==> config.mk <==
export PLATFORM = sky130hd
export DESIGN_NAME = rv32im_muldiv_seq_flat
export DESIGN_NICKNAME = d
export VERILOG_FILES = /design/src/rtl/rv32im_muldiv_pkg.sv /design/src/rtl/rv32im_muldiv_seq_if.sv /design/src/rtl/rv32im_muldiv_iter.sv /design/src/rtl/rv32im_muldiv_seq.sv /design/src/flat_wrapper.sv
export SDC_FILE = /design/constraint.sdc
export NUM_CORES = 1
export LEC_CHECK = 0
export BUFFER_PORTS_ARGS = -buffer_cell sky130_fd_sc_hd__buf_2
export CAP_MARGIN = 15
export CORE_MARGIN = 3
export CORE_UTILIZATION = 25
export CTS_CLUSTER_DIAMETER = 50
export DETAILED_ROUTE_END_ITERATION = 8
export GPL_TIMING_DRIVEN = 0
export PLACE_DENSITY = 0.51
export SETUP_SLACK_MARGIN = 0.15
export SLEW_MARGIN = 10
export SYNTH_ARGS = -nofsm -noshare
export SYNTH_HDL_FRONTEND = slang
export SYNTH_SLANG_ARGS = --single-unit
==> constraint.sdc <==
create_clock -name i_clk -period 3.9 [get_ports i_clk]
set_input_delay 0 -clock i_clk [delete_from_list [all_inputs] [get_ports i_clk]]
set_output_delay 0 -clock i_clk [all_outputs]
set_load 0.01 [all_outputs]
==> src/rtl/rv32im_muldiv_pkg.sv <==
// rv32im_muldiv_pkg: shared constants and types for the RV32M multiply/divide
// sequencer.
//   FUNCT7_MULDIV      funct7 value that marks an R-type op as an M-extension op
//   F3_*               funct3 encodings of the eight M ops
//   state_t            sequencer state encoding
//   a_is_signed/b_is_signed  which operands are treated as two's complement
// Optional build macro used by the sequencer: RV32IM_MULDIV_EARLY_OUT_EN.
package rv32im_muldiv_pkg;

  localparam logic [6:0] FUNCT7_MULDIV = 7'b0000001;

  localparam logic [2:0] F3_MUL    = 3'b000;
  localparam logic [2:0] F3_MULH   = 3'b001;
  localparam logic [2:0] F3_MULHSU = 3'b010;
  localparam logic [2:0] F3_MULHU  = 3'b011;
  localparam logic [2:0] F3_DIV    = 3'b100;
  localparam logic [2:0] F3_DIVU   = 3'b101;
  localparam logic [2:0] F3_REM    = 3'b110;
  localparam logic [2:0] F3_REMU   = 3'b111;

  typedef enum logic [1:0] {
    IDLE = 2'd0,
    BUSY = 2'd1,
    DONE = 2'd2
  } state_t;

  function automatic logic is_muldiv(input logic [6:0] funct7);
    return funct7 == FUNCT7_MULDIV;
  endfunction

  // MUL is run unsigned: its low word does not depend on operand signedness.
  function automatic logic a_is_signed(input logic [2:0] f3);
    return (f3 == F3_MULH) || (f3 == F3_MULHSU) || (f3 == F3_DIV) || (f3 == F3_REM);
  endfunction

  function automatic logic b_is_signed(input logic [2:0] f3);
    return (f3 == F3_MULH) || (f3 == F3_DIV) || (f3 == F3_REM);
  endfunction

endpackage

==> src/rtl/rv32im_muldiv_seq_if.sv <==
// rv32im_muldiv_seq_if: dispatcher/downstream handshake bundle of the
// multiply/divide sequencer. Names are from the sequencer's point of view.
//   i_valid/o_ready              op handshake from the EX-stage dispatcher
//   i_funct3, i_rs1_data, i_rs2_data  op and operands
//   i_flush                      pipeline flush
//   o_valid/i_ready              result handshake to the MEM stage
//   o_result                     result word
//   o_busy                       EX stall request
// Modports: master = dispatcher/pipeline side, slave = sequencer.
interface rv32im_muldiv_seq_if #(
  parameter int WIDTH = 32
);
  logic             i_valid;
  logic             o_ready;
  logic [2:0]       i_funct3;
  logic [WIDTH-1:0] i_rs1_data;
  logic [WIDTH-1:0] i_rs2_data;
  logic             i_flush;
  logic             o_valid;
  logic             i_ready;
  logic [WIDTH-1:0] o_result;
  logic             o_busy;

  modport master (
    output i_valid, i_funct3, i_rs1_data, i_rs2_data, i_flush, i_ready,
    input  o_ready, o_valid, o_result, o_busy
  );

  modport slave (
    input  i_valid, i_funct3, i_rs1_data, i_rs2_data, i_flush, i_ready,
    output o_ready, o_valid, o_result, o_busy
  );
endinterface

==> src/rtl/rv32im_muldiv_iter.sv <==
// rv32im_muldiv_iter: one combinational step of the unsigned datapath.
//   i_is_div  0 = shift-add multiply step, 1 = restoring shift-subtract step
//   i_acc     2*WIDTH working register
//               multiply: {partial product high, multiplier / product low}
//               divide:   {partial remainder, dividend / quotient}
//   i_opnd    multiplicand (multiply) or divisor (divide), magnitude
//   o_acc     working register after this step
module rv32im_muldiv_iter #(
  parameter int WIDTH = 32
) (
  input  logic               i_is_div,
  input  logic [2*WIDTH-1:0] i_acc,
  input  logic [WIDTH-1:0]   i_opnd,
  output logic [2*WIDTH-1:0] o_acc
);

  logic [WIDTH:0] add_sum;
  logic [WIDTH:0] rem_shift;
  logic [WIDTH:0] sub_diff;

  always_comb begin
    add_sum = {1'b0, i_acc[2*WIDTH-1:WIDTH]};
    if (i_acc[0]) begin
      add_sum = add_sum + {1'b0, i_opnd};
    end
    // Remainder shifted left by one with the next dividend bit; needs WIDTH+1
    // bits because the remainder may already have its top bit set.
    rem_shift = i_acc[2*WIDTH-1:WIDTH-1];
    sub_diff  = rem_shift - {1'b0, i_opnd};
    if (i_is_div) begin
      if (sub_diff[WIDTH]) begin
        o_acc = {rem_shift[WIDTH-1:0], i_acc[WIDTH-2:0], 1'b0};
      end else begin
        o_acc = {sub_diff[WIDTH-1:0], i_acc[WIDTH-2:0], 1'b1};
      end
    end else begin
      o_acc = {add_sum, i_acc[WIDTH-1:1]};
    end
  end

endmodule

==> src/rtl/rv32im_muldiv_seq.sv <==
// rv32im_muldiv_seq: multi-cycle RV32M multiply/divide sequencer for the EX
// stage. Operands are converted to magnitudes at accept, WIDTH unsigned
// iterations run in BUSY, and the recorded sign is applied on the way out.
//   i_clk  clock, rising edge
//   i_rst  asynchronous active-high reset
//   bus    rv32im_muldiv_seq_if.slave (op handshake, result handshake, flush,
//          busy/stall)
// Build macro RV32IM_MULDIV_EARLY_OUT_EN: divide by zero, signed overflow and
// multiply by zero go straight from IDLE to DONE. Results are identical either
// way; only latency changes.
//
// state | meaning
// IDLE  | o_ready high, waiting for an op
// BUSY  | one datapath iteration per cycle, counter 0..WIDTH-1
// DONE  | o_valid high, result held until consumed
module rv32im_muldiv_seq
  import rv32im_muldiv_pkg::*;
#(
  parameter int WIDTH = 32
) (
  input logic i_clk,
  input logic i_rst,
  rv32im_muldiv_seq_if.slave bus
);

  localparam int CNT_W = $clog2(WIDTH);
  localparam logic [CNT_W-1:0] CNT_LAST = CNT_W'(WIDTH - 1);

  state_t             state_q, state_d;
  logic [CNT_W-1:0]   cnt_q;
  logic [2*WIDTH-1:0] acc_q, acc_step, acc_init;
  logic [WIDTH-1:0]   opnd_q, opnd_init;
  logic [2:0]         funct3_q;
  logic               neg_lo_q, neg_hi_q, neg_lo_init, neg_hi_init;
  logic               hs, early;
  logic               is_div_in, sign_a, sign_b, b_zero;
  logic [WIDTH-1:0]   a_mag, b_mag;
  logic [2*WIDTH-1:0] prod_fix;
  logic [WIDTH-1:0]   quo_fix, rem_fix;

  assign hs = bus.i_valid && (state_q == IDLE) && !bus.i_flush;

  always_comb begin
    is_div_in   = bus.i_funct3[2];
    sign_a      = a_is_signed(bus.i_funct3) & bus.i_rs1_data[WIDTH-1];
    sign_b      = b_is_signed(bus.i_funct3) & bus.i_rs2_data[WIDTH-1];
    a_mag       = sign_a ? -bus.i_rs1_data : bus.i_rs1_data;
    b_mag       = sign_b ? -bus.i_rs2_data : bus.i_rs2_data;
    b_zero      = (bus.i_rs2_data == '0);
    acc_init    = {{WIDTH{1'b0}}, (is_div_in ? a_mag : b_mag)};
    opnd_init   = is_div_in ? b_mag : a_mag;
    // Divide by zero leaves the all-ones quotient unsigned; the remainder
    // negation still applies so that |A| comes back out as A.
    neg_lo_init = (sign_a ^ sign_b) & ~(is_div_in & b_zero);
    neg_hi_init = is_div_in & sign_a;
    early       = 1'b0;
`ifdef RV32IM_MULDIV_EARLY_OUT_EN
    if (is_div_in) begin
      if (b_zero) begin
        early    = 1'b1;
        acc_init = {a_mag, {WIDTH{1'b1}}};
      end else if (a_is_signed(bus.i_funct3) &&
                   (bus.i_rs1_data == {1'b1, {(WIDTH-1){1'b0}}}) &&
                   (bus.i_rs2_data == {WIDTH{1'b1}})) begin
        early    = 1'b1;
        acc_init = {{WIDTH{1'b0}}, 1'b1, {(WIDTH-1){1'b0}}};
      end
    end else if ((bus.i_rs1_data == '0) || b_zero) begin
      early    = 1'b1;
      acc_init = '0;
    end
`endif
  end

  always_ff @(posedge i_clk or posedge i_rst) begin
    if (i_rst) begin
      state_q <= IDLE;
    end else begin
      state_q <= state_d;
    end
  end

  always_comb begin
    state_d = state_q;
    case (state_q)
      IDLE:    if (hs) state_d = early ? DONE : BUSY;
      BUSY:    if (cnt_q == CNT_LAST) state_d = DONE;
      DONE:    if (bus.i_ready) state_d = IDLE;
      default: state_d = IDLE;
    endcase
    if (bus.i_flush) begin
      state_d = IDLE;
    end
  end

  rv32im_muldiv_iter #(.WIDTH(WIDTH)) u_iter (
    .i_is_div (funct3_q[2]),
    .i_acc    (acc_q),
    .i_opnd   (opnd_q),
    .o_acc    (acc_step)
  );

  always_ff @(posedge i_clk or posedge i_rst) begin
    if (i_rst) begin
      cnt_q    <= '0;
      acc_q    <= '0;
      opnd_q   <= '0;
      funct3_q <= '0;
      neg_lo_q <= 1'b0;
      neg_hi_q <= 1'b0;
    end else if (hs) begin
      cnt_q    <= '0;
      acc_q    <= acc_init;
      opnd_q   <= opnd_init;
      funct3_q <= bus.i_funct3;
      neg_lo_q <= neg_lo_init;
      neg_hi_q <= neg_hi_init;
    end else if ((state_q == BUSY) && !bus.i_flush) begin
      cnt_q <= cnt_q + CNT_W'(1);
      acc_q <= acc_step;
    end
  end

  always_comb begin
    prod_fix = neg_lo_q ? -acc_q : acc_q;
    quo_fix  = neg_lo_q ? -acc_q[WIDTH-1:0] : acc_q[WIDTH-1:0];
    rem_fix  = neg_hi_q ? -acc_q[2*WIDTH-1:WIDTH] : acc_q[2*WIDTH-1:WIDTH];
    bus.o_result = '0;
    if (state_q == DONE) begin
      case (funct3_q)
        F3_MUL:                       bus.o_result = prod_fix[WIDTH-1:0];
        F3_MULH, F3_MULHSU, F3_MULHU: bus.o_result = prod_fix[2*WIDTH-1:WIDTH];
        F3_DIV, F3_DIVU:              bus.o_result = quo_fix;
        default:                      bus.o_result = rem_fix;
      endcase
    end
  end

  assign bus.o_ready = (state_q == IDLE);
  assign bus.o_valid = (state_q == DONE);
  assign bus.o_busy  = (state_q == BUSY) || (state_q == DONE);

endmodule

==> src/flat_wrapper.sv <==
// flat-port wrapper written by rule: the top's interface ports become plain ports
module rv32im_muldiv_seq_flat import rv32im_muldiv_pkg::*;
#(
  parameter int WIDTH = 32
)
  (i_clk, i_rst, bus_i_valid, bus_i_funct3, bus_i_rs1_data, bus_i_rs2_data, bus_i_flush, bus_i_ready, bus_o_ready, bus_o_valid, bus_o_result, bus_o_busy);
  rv32im_muldiv_seq_if #(.WIDTH(WIDTH)) bus_i ();
  input logic i_clk;
  input logic i_rst;
  input wire logic [$bits(bus_i.i_valid)-1:0] bus_i_valid;
  input wire logic [$bits(bus_i.i_funct3)-1:0] bus_i_funct3;
  input wire logic [$bits(bus_i.i_rs1_data)-1:0] bus_i_rs1_data;
  input wire logic [$bits(bus_i.i_rs2_data)-1:0] bus_i_rs2_data;
  input wire logic [$bits(bus_i.i_flush)-1:0] bus_i_flush;
  input wire logic [$bits(bus_i.i_ready)-1:0] bus_i_ready;
  output wire logic [$bits(bus_i.o_ready)-1:0] bus_o_ready;
  output wire logic [$bits(bus_i.o_valid)-1:0] bus_o_valid;
  output wire logic [$bits(bus_i.o_result)-1:0] bus_o_result;
  output wire logic [$bits(bus_i.o_busy)-1:0] bus_o_busy;
  assign bus_i.i_valid = bus_i_valid;
  assign bus_i.i_funct3 = bus_i_funct3;
  assign bus_i.i_rs1_data = bus_i_rs1_data;
  assign bus_i.i_rs2_data = bus_i_rs2_data;
  assign bus_i.i_flush = bus_i_flush;
  assign bus_i.i_ready = bus_i_ready;
  assign bus_o_ready = bus_i.o_ready;
  assign bus_o_valid = bus_i.o_valid;
  assign bus_o_result = bus_i.o_result;
  assign bus_o_busy = bus_i.o_busy;
  rv32im_muldiv_seq #(.WIDTH(WIDTH)) u_core (.i_clk(i_clk), .i_rst(i_rst), .bus(bus_i));
endmodule
==> Word level (Yosys, flattened, before mapping) <==
Index checks and enable logic that the tools add are counted.
{ "word_totals": {"in_bits": 72, "output_inout_bits": 35, "word_cells": 75, "ff_bits": 108} }
{ "op_classes": {"n_reduce_logical": 17, "bitwise": 7, "add_sub_neg": 8, "muxes": 21, "eq_ne": 15} }
{ "op_table": {"columns": ["operator", "n"], "rows": [
  ["$mux W64", 5],
  ["$mux W32", 7],
  ["$neg A32 Y32", 4],
  ["$pmux W32 S3", 1],
  ["$neg A64 Y64", 1],
  ["$add A32 B32 Y33", 1],
  ["$mux W33", 1],
  ["$sub A33 B32 Y33", 1],
  ["$logic_not A32 Y1", 1],
  ["$eq A3 B3 Y1 const B", 4],
  ["$mux W5", 2],
  ["$eq A3 B2 Y1 const B", 3],
  ["$mux W2", 4],
  ["$eq A3 B1 Y1 const B", 2],
  ["$logic_or A1 B1 Y1", 6],
  ["$ne A3 B2 Y1 const B", 2],
  ["$pmux W2 S3", 1],
  ["$add A5 B1 Y5 const B", 1],
  ["$and A1 B1 Y1", 5],
  ["$eq A5 B5 Y1 const B", 1],
  ["$logic_and A1 B1 Y1", 3],
  ["$logic_not A3 Y1", 1],
  ["$ne A3 B3 Y1 const B", 1],
  ["$reduce_and A3 Y1", 1],
  ["9 further kinds", 9]
]} }

==> Longest topological paths before layout <==
{ "logic_depth": {"word_depth": 8, "depth_mapped": 16, "mapped_depth_nobuf": 13} }

==> Hierarchy <==
From an unflattened synthesis, not the netlist that was laid out.
{ "unflattened": {"hier_cells": 1898, "hier_area_um2": 14213.6} }
{ "by_module_without_submodules": {"columns": ["module", "cells_each", "seq_area_each_um2", "instances", "area_each_um2"], "rows": [
  ["rv32im_muldiv_seq", 1208, 2702.6, 1, 9492.9],
  ["rv32im_muldiv_iter", 690, 0.0, 1, 4720.8]
]} }

==> Worst setup path after synthesis <==
OpenSTA, ideal clock, no wires.
{ "synth_timing": {"path_kind": "register to output", "from": "register u_core.acc_q[2]", "to": "output port bus_o_result[17]", "setup_slack_ps": -52, "arrival_ps": 3952, "stages_incl_launch_ff": 11, "n_path_buf": 1, "path_cell_list": "dfrtp_1 -> buf_6 -> or4_4 -> or4_4 -> or4_4 -> or3_1 -> or2_1 -> or4_4 -> o21ai_1 -> mux2_2 -> a221oi_1"} }
{ "synth_via": {"elab_chain_len": 4, "elab_cells_between_ends": 6} }
{ "synth_rtl": {"columns": ["element", "line_no", "text"], "rows": [
  ["start, declared", "rv32im_muldiv_seq.sv:31", "logic [2*WIDTH-1:0] acc_q, acc_step, acc_init;"],
  ["start signal, assigned", "rv32im_muldiv_seq.sv:113", "acc_q <= acc_init;"],
  ["start signal, assigned", "rv32im_muldiv_seq.sv:120", "acc_q <= acc_step;"],
  ["$neg A64 Y64 or $neg A32 Y32 (tied branches)", "rv32im_muldiv_seq.sv:125, rv32im_muldiv_seq.sv:126", null],
  ["$mux W64 or $mux W32 (tied branches)", "rv32im_muldiv_seq.sv:125, rv32im_muldiv_seq.sv:126", null],
  ["$pmux W32 S3 (*)", "rv32im_muldiv_seq.sv:130", "case (funct3_q)"],
  ["$mux W32 (*)", "rv32im_muldiv_seq.sv:129", "if (state_q == DONE) begin"],
  ["end, declared", "flat_wrapper.sv:18", "output wire logic [$bits(bus_i.o_result)-1:0] bus_o_result;"]
]} }
Every way passes the cells marked *; elsewhere a longest branch is shown, timed or not.

==> Final worst setup path <==
{ "layout_timing": {"from": "register u_core.acc_q[2]", "to": "output port bus_o_result[18]"} }
Same word-level chain as after synthesis.

==> results.sh <==
export IMPL_cts_max_path_buffers=2
export IMPL_vias=15551
export IMPL_syn_cell_area_um2=13600
export IMPL_start_util_pct=25.5
export IMPL_min_period_ps=4430
export IMPL_die_area_um2=57200
export IMPL_drt_iter0_markers=1698
export IMPL_grt_usage_pct=22.2
export IMPL_endpoint="bus_o_result[18]"
export IMPL_worst_endpoint_arrival_ps=4430
export IMPL_multi_input_area_um2=10500
export IMPL_clock_latency_ps=390
export IMPL_post_route_drc_count=0
export IMPL_vias_per_cell=5.65
export IMPL_die_h_um=239
export IMPL_worst_path_stages=14
export IMPL_timing_rr_end="u_core.acc_q[35]$_DFFE_PP0P_"
export IMPL_dp_hpwl_mm=51.5
export IMPL_die_w_um=239
export IMPL_synth_flop_cell="dfrtp_1"
export IMPL_synthDistinctLibCells=74
export IMPL_start_kind="flip-flop"
export IMPL_dr_pass1_iters=6
export IMPL_cts_tree="done"
export IMPL_regArea_um2=2710
export IMPL_area_growth_pct=20.0
export IMPL_crit_path_end_kind="primary output"
export IMPL_slew_viol_final=0
export IMPL_cpPeakStageDelay_ps=500
export IMPL_fin_ws_ps=-527
export IMPL_timing_final_crit_share_pct=114
export IMPL_crit_buf_inv=5
export IMPL_crit_top_cell="or4_4"
export IMPL_drive_gt1_share_pct=14.2
export IMPL_fin_nets=2206
export IMPL_portBuffers=105
export IMPL_p_per_area_nw_per_um2=750
export IMPL_r2r_start="u_core.state_q[1]$_DFFE_PP0P_"
export IMPL_num_rows=84
export IMPL_crit_slowest_cell="or4_4"
export IMPL_finalWirelength_mm=64.8
export IMPL_clock_sinks=108
export IMPL_antenna_found_initial=4
export IMPL_grt_pass1_vias=14776
export IMPL_r2r_cells=8
export IMPL_grt_start_max_net_pins=62
export IMPL_ys_ff_latch=108
export IMPL_boundaryPins=107
export IMPL_gr_total_overflow=0
export IMPL_syn_avg_cell_area_um2=7.16
export IMPL_regToRegSetupSlack_ps=180
export IMPL_numCtsBuffers=9
export IMPL_htreeDepth=3
export IMPL_cp_cell_sequence="buf_6 -> or4_4 -> or4_4 -> buf_6 -> or4_4 -> nand2b_4 -> or4_4 -> or4_4 -> buf_6 -> clkbuf_16 -> o21ai_4 -> xor2_1 -> a21oi_1 -> buf_2"
export IMPL_hold_viol=0
export IMPL_preCtsSetupSlack_ps=-763
export IMPL_path_clk_slew_ps=80
export IMPL_syn_nets=2046
export IMPL_violations="negative setup slack"
export IMPL_crit_required_ps=3900
export IMPL_yosys_warnings=0
export IMPL_fillerInstances=5845
export IMPL_fin_util_pct=30.7
export IMPL_hold_class="input pin to flip-flop"
export IMPL_maxCapViolCount=0
export IMPL_synth_async_reset_ratio_pct=100
export IMPL_p_leak_uw=0.00665
export IMPL_antenna_left=0
export IMPL_final_area_um2=16300
export IMPL_crit_fanout=5
export IMPL_grt_pass1_wl_mm=95.7
export IMPL_ir_drop_mv=0.256
export IMPL_syn_inst=1898
export IMPL_setup_violations=31
export IMPL_core_area_um2=53200
export IMPL_worst_setup_path_type="flip-flop to primary output"
export IMPL_fin_setup_tns_ps=-11980
export IMPL_timing_fmax_mhz=226
export IMPL_yosysSeqAreaShare_pct=19.9
export IMPL_worst_slew_pin_transition_ps=1270
export IMPL_wire_per_inst_um=23.5
export IMPL_gp_congestion=1.00
export IMPL_cts_root_buf="clkbuf_16"
export IMPL_diodes=0
export IMPL_critical_path_top_delay_family="simple AND/OR/NAND/NOR gates"
export IMPL_placed_area_um2=15000
export IMPL_rsz0062_at_grt="yes"
export IMPL_maxSlewHeadroom_pct=14.9
export IMPL_synth_edf_count=0
export IMPL_status="finished with violations"
export IMPL_fin_skew_ps=19.7
export IMPL_worstSetupStartpoint="u_core.acc_q[2]$_DFFE_PP0P_"
## registers in the layout (all words and copies together), names as in the netlist
| name | flops |
|---|---|
| u_core.opnd_q | 32 |
| u_core.state_q | 2 |
| u_core.neg_hi_q | 1 |
| u_core.cnt_q | 5 |
| u_core.neg_lo_q | 1 |
| u_core.acc_q | 64 |
| u_core.funct3_q | 3 |
## cells by family (layout without fill, tap and decap cells)
group | Yosys count | count (layout) | share of synthesized area [%]
AO/OA/AOI/OAI | 646 | 646 | 30.0
AND/OR/NAND/NOR | 599 | 599 | 20.6
buffers and inverters | 228 | 393 | 6.43
XOR/XNOR | 196 | 196 | 12.6
flip-flops | 108 | 108 | 19.9
adder cells (fa/ha/maj) | 76 | 76 | 7.11
multiplexers | 45 | 45 | 3.34
## Yosys cell counts (24+ instances only)
master	number	share of area [%]
nor2_1	130	3.6
o31ai_1	31	1.7
inv_1	76	2.1
o211ai_1	55	3.0
xor2_1	87	5.6
nand3_1	38	1.4
mux2i_1	42	3.1
o221ai_1	24	1.5
dfrtp_1	108	20
nor3_1	34	1.3
xnor2_1	109	7.0
o21ai_0	180	6.6
nand2_1	243	6.7
clkbuf_1	127	3.5
a21oi_1	184	6.8
nor2b_1	25	1.2
ha_1	74	6.8
## layer usage
metal | track usage [%] | vias up | share of wire (%)
met5 | 0 | - | 0.011
met4 | 7.33 | 2 | 3.7
met1 | 30.9 | 7498 | 44
met3 | 3.84 | 114 | 8.5
li1 | - | 7142 | -
met2 | 34.7 | 795 | 44
## worst min path at each step
stage / startpoint / end / slack [ps] / depth (start not counted)
finish: bus_i_rs2_data[0] / u_core.opnd_q[0]$_DFFE_PP0P_ / 5 / 3
global route: bus_i_rs2_data[0] / u_core.opnd_q[0]$_DFFE_PP0P_ / 20 / 3
CTS: bus_i_rs2_data[0] / u_core.opnd_q[0]$_DFFE_PP0P_ / 0.5 / 3
detailed placement: i_rst / u_core.opnd_q[6]$_DFFE_PP0P_ / 130 / 2
global placement: bus_i_flush / u_core.state_q[1]$_DFFE_PP0P_ / 240 / 2
floorplan: bus_i_flush / u_core.state_q[1]$_DFFE_PP0P_ / 70 / 1
## placed cells by master (no fill, tap or decap), types with 13 or more instances in the layout
master,count
a211oi_1,22
a21o_1,23
a21oi_1,173
a31oi_1,19
buf_1,20
buf_2,105
buf_4,26
clkbuf_1,111
dfrtp_1,103
ha_1,72
inv_1,72
mux2i_1,42
nand2_1,240
nand2b_1,15
nand3_1,36
nor2_1,129
nor2b_1,24
nor3_1,33
o211ai_1,55
o21ai_0,158
o21ai_2,13
o221ai_1,24
o31ai_1,25
or3_1,18
or4_1,15
xnor2_1,107
xor2_1,84
## metrics by stage
stage	cells	power [uW]	hold WS (ps)
5_1_grt	2751	13000	24.9
3_5_place_dp	2692	10200	125
4_1_cts	2741	11700	0.511
3_3_place_gp	2691	10200	235
6_report	2751	12200	4.88
2_1_floorplan	1898	7520	66.4
## report_power, final
group	internal [uW]	switching, uW	total, uW
combinational	3240	5910	9150
sequential	1510	546	2060
clock	507	507	1010
total	5260	6960	12200
## final cells by class
cell class / count / share of cell area, %
timing repair buffer: 149 / 5.95
clock buffer: 10 / 1.40
sequential: 108 / 16.6
tap: 688 / 5.28
buffer: 152 / 4.10
multi-input combinational: 1562 / 64.4
clock inverter: 6 / 0.422
inverter: 76 / 1.83
## worst register-to-register path: cells and delay by family (launching register included)
family / cells / cell delay (ps)
simple gates: 2 / 1140
buf+inv: 5 / 1810
fa+ha+maj: 1 / 210
flops: 1 / 410
## repair_timing
action | CTS | global route
setup endpoints to repair | 65 | 63
pin swaps | 44 | 26
gates cloned | 2 | 0
hold endpoints to repair | 51 | 0
resized for setup | 130 | 46
hold buffers | 5 | 0
setup buffers | 26 | 10
Note: power is estimated with default switching activity, not from simulation.
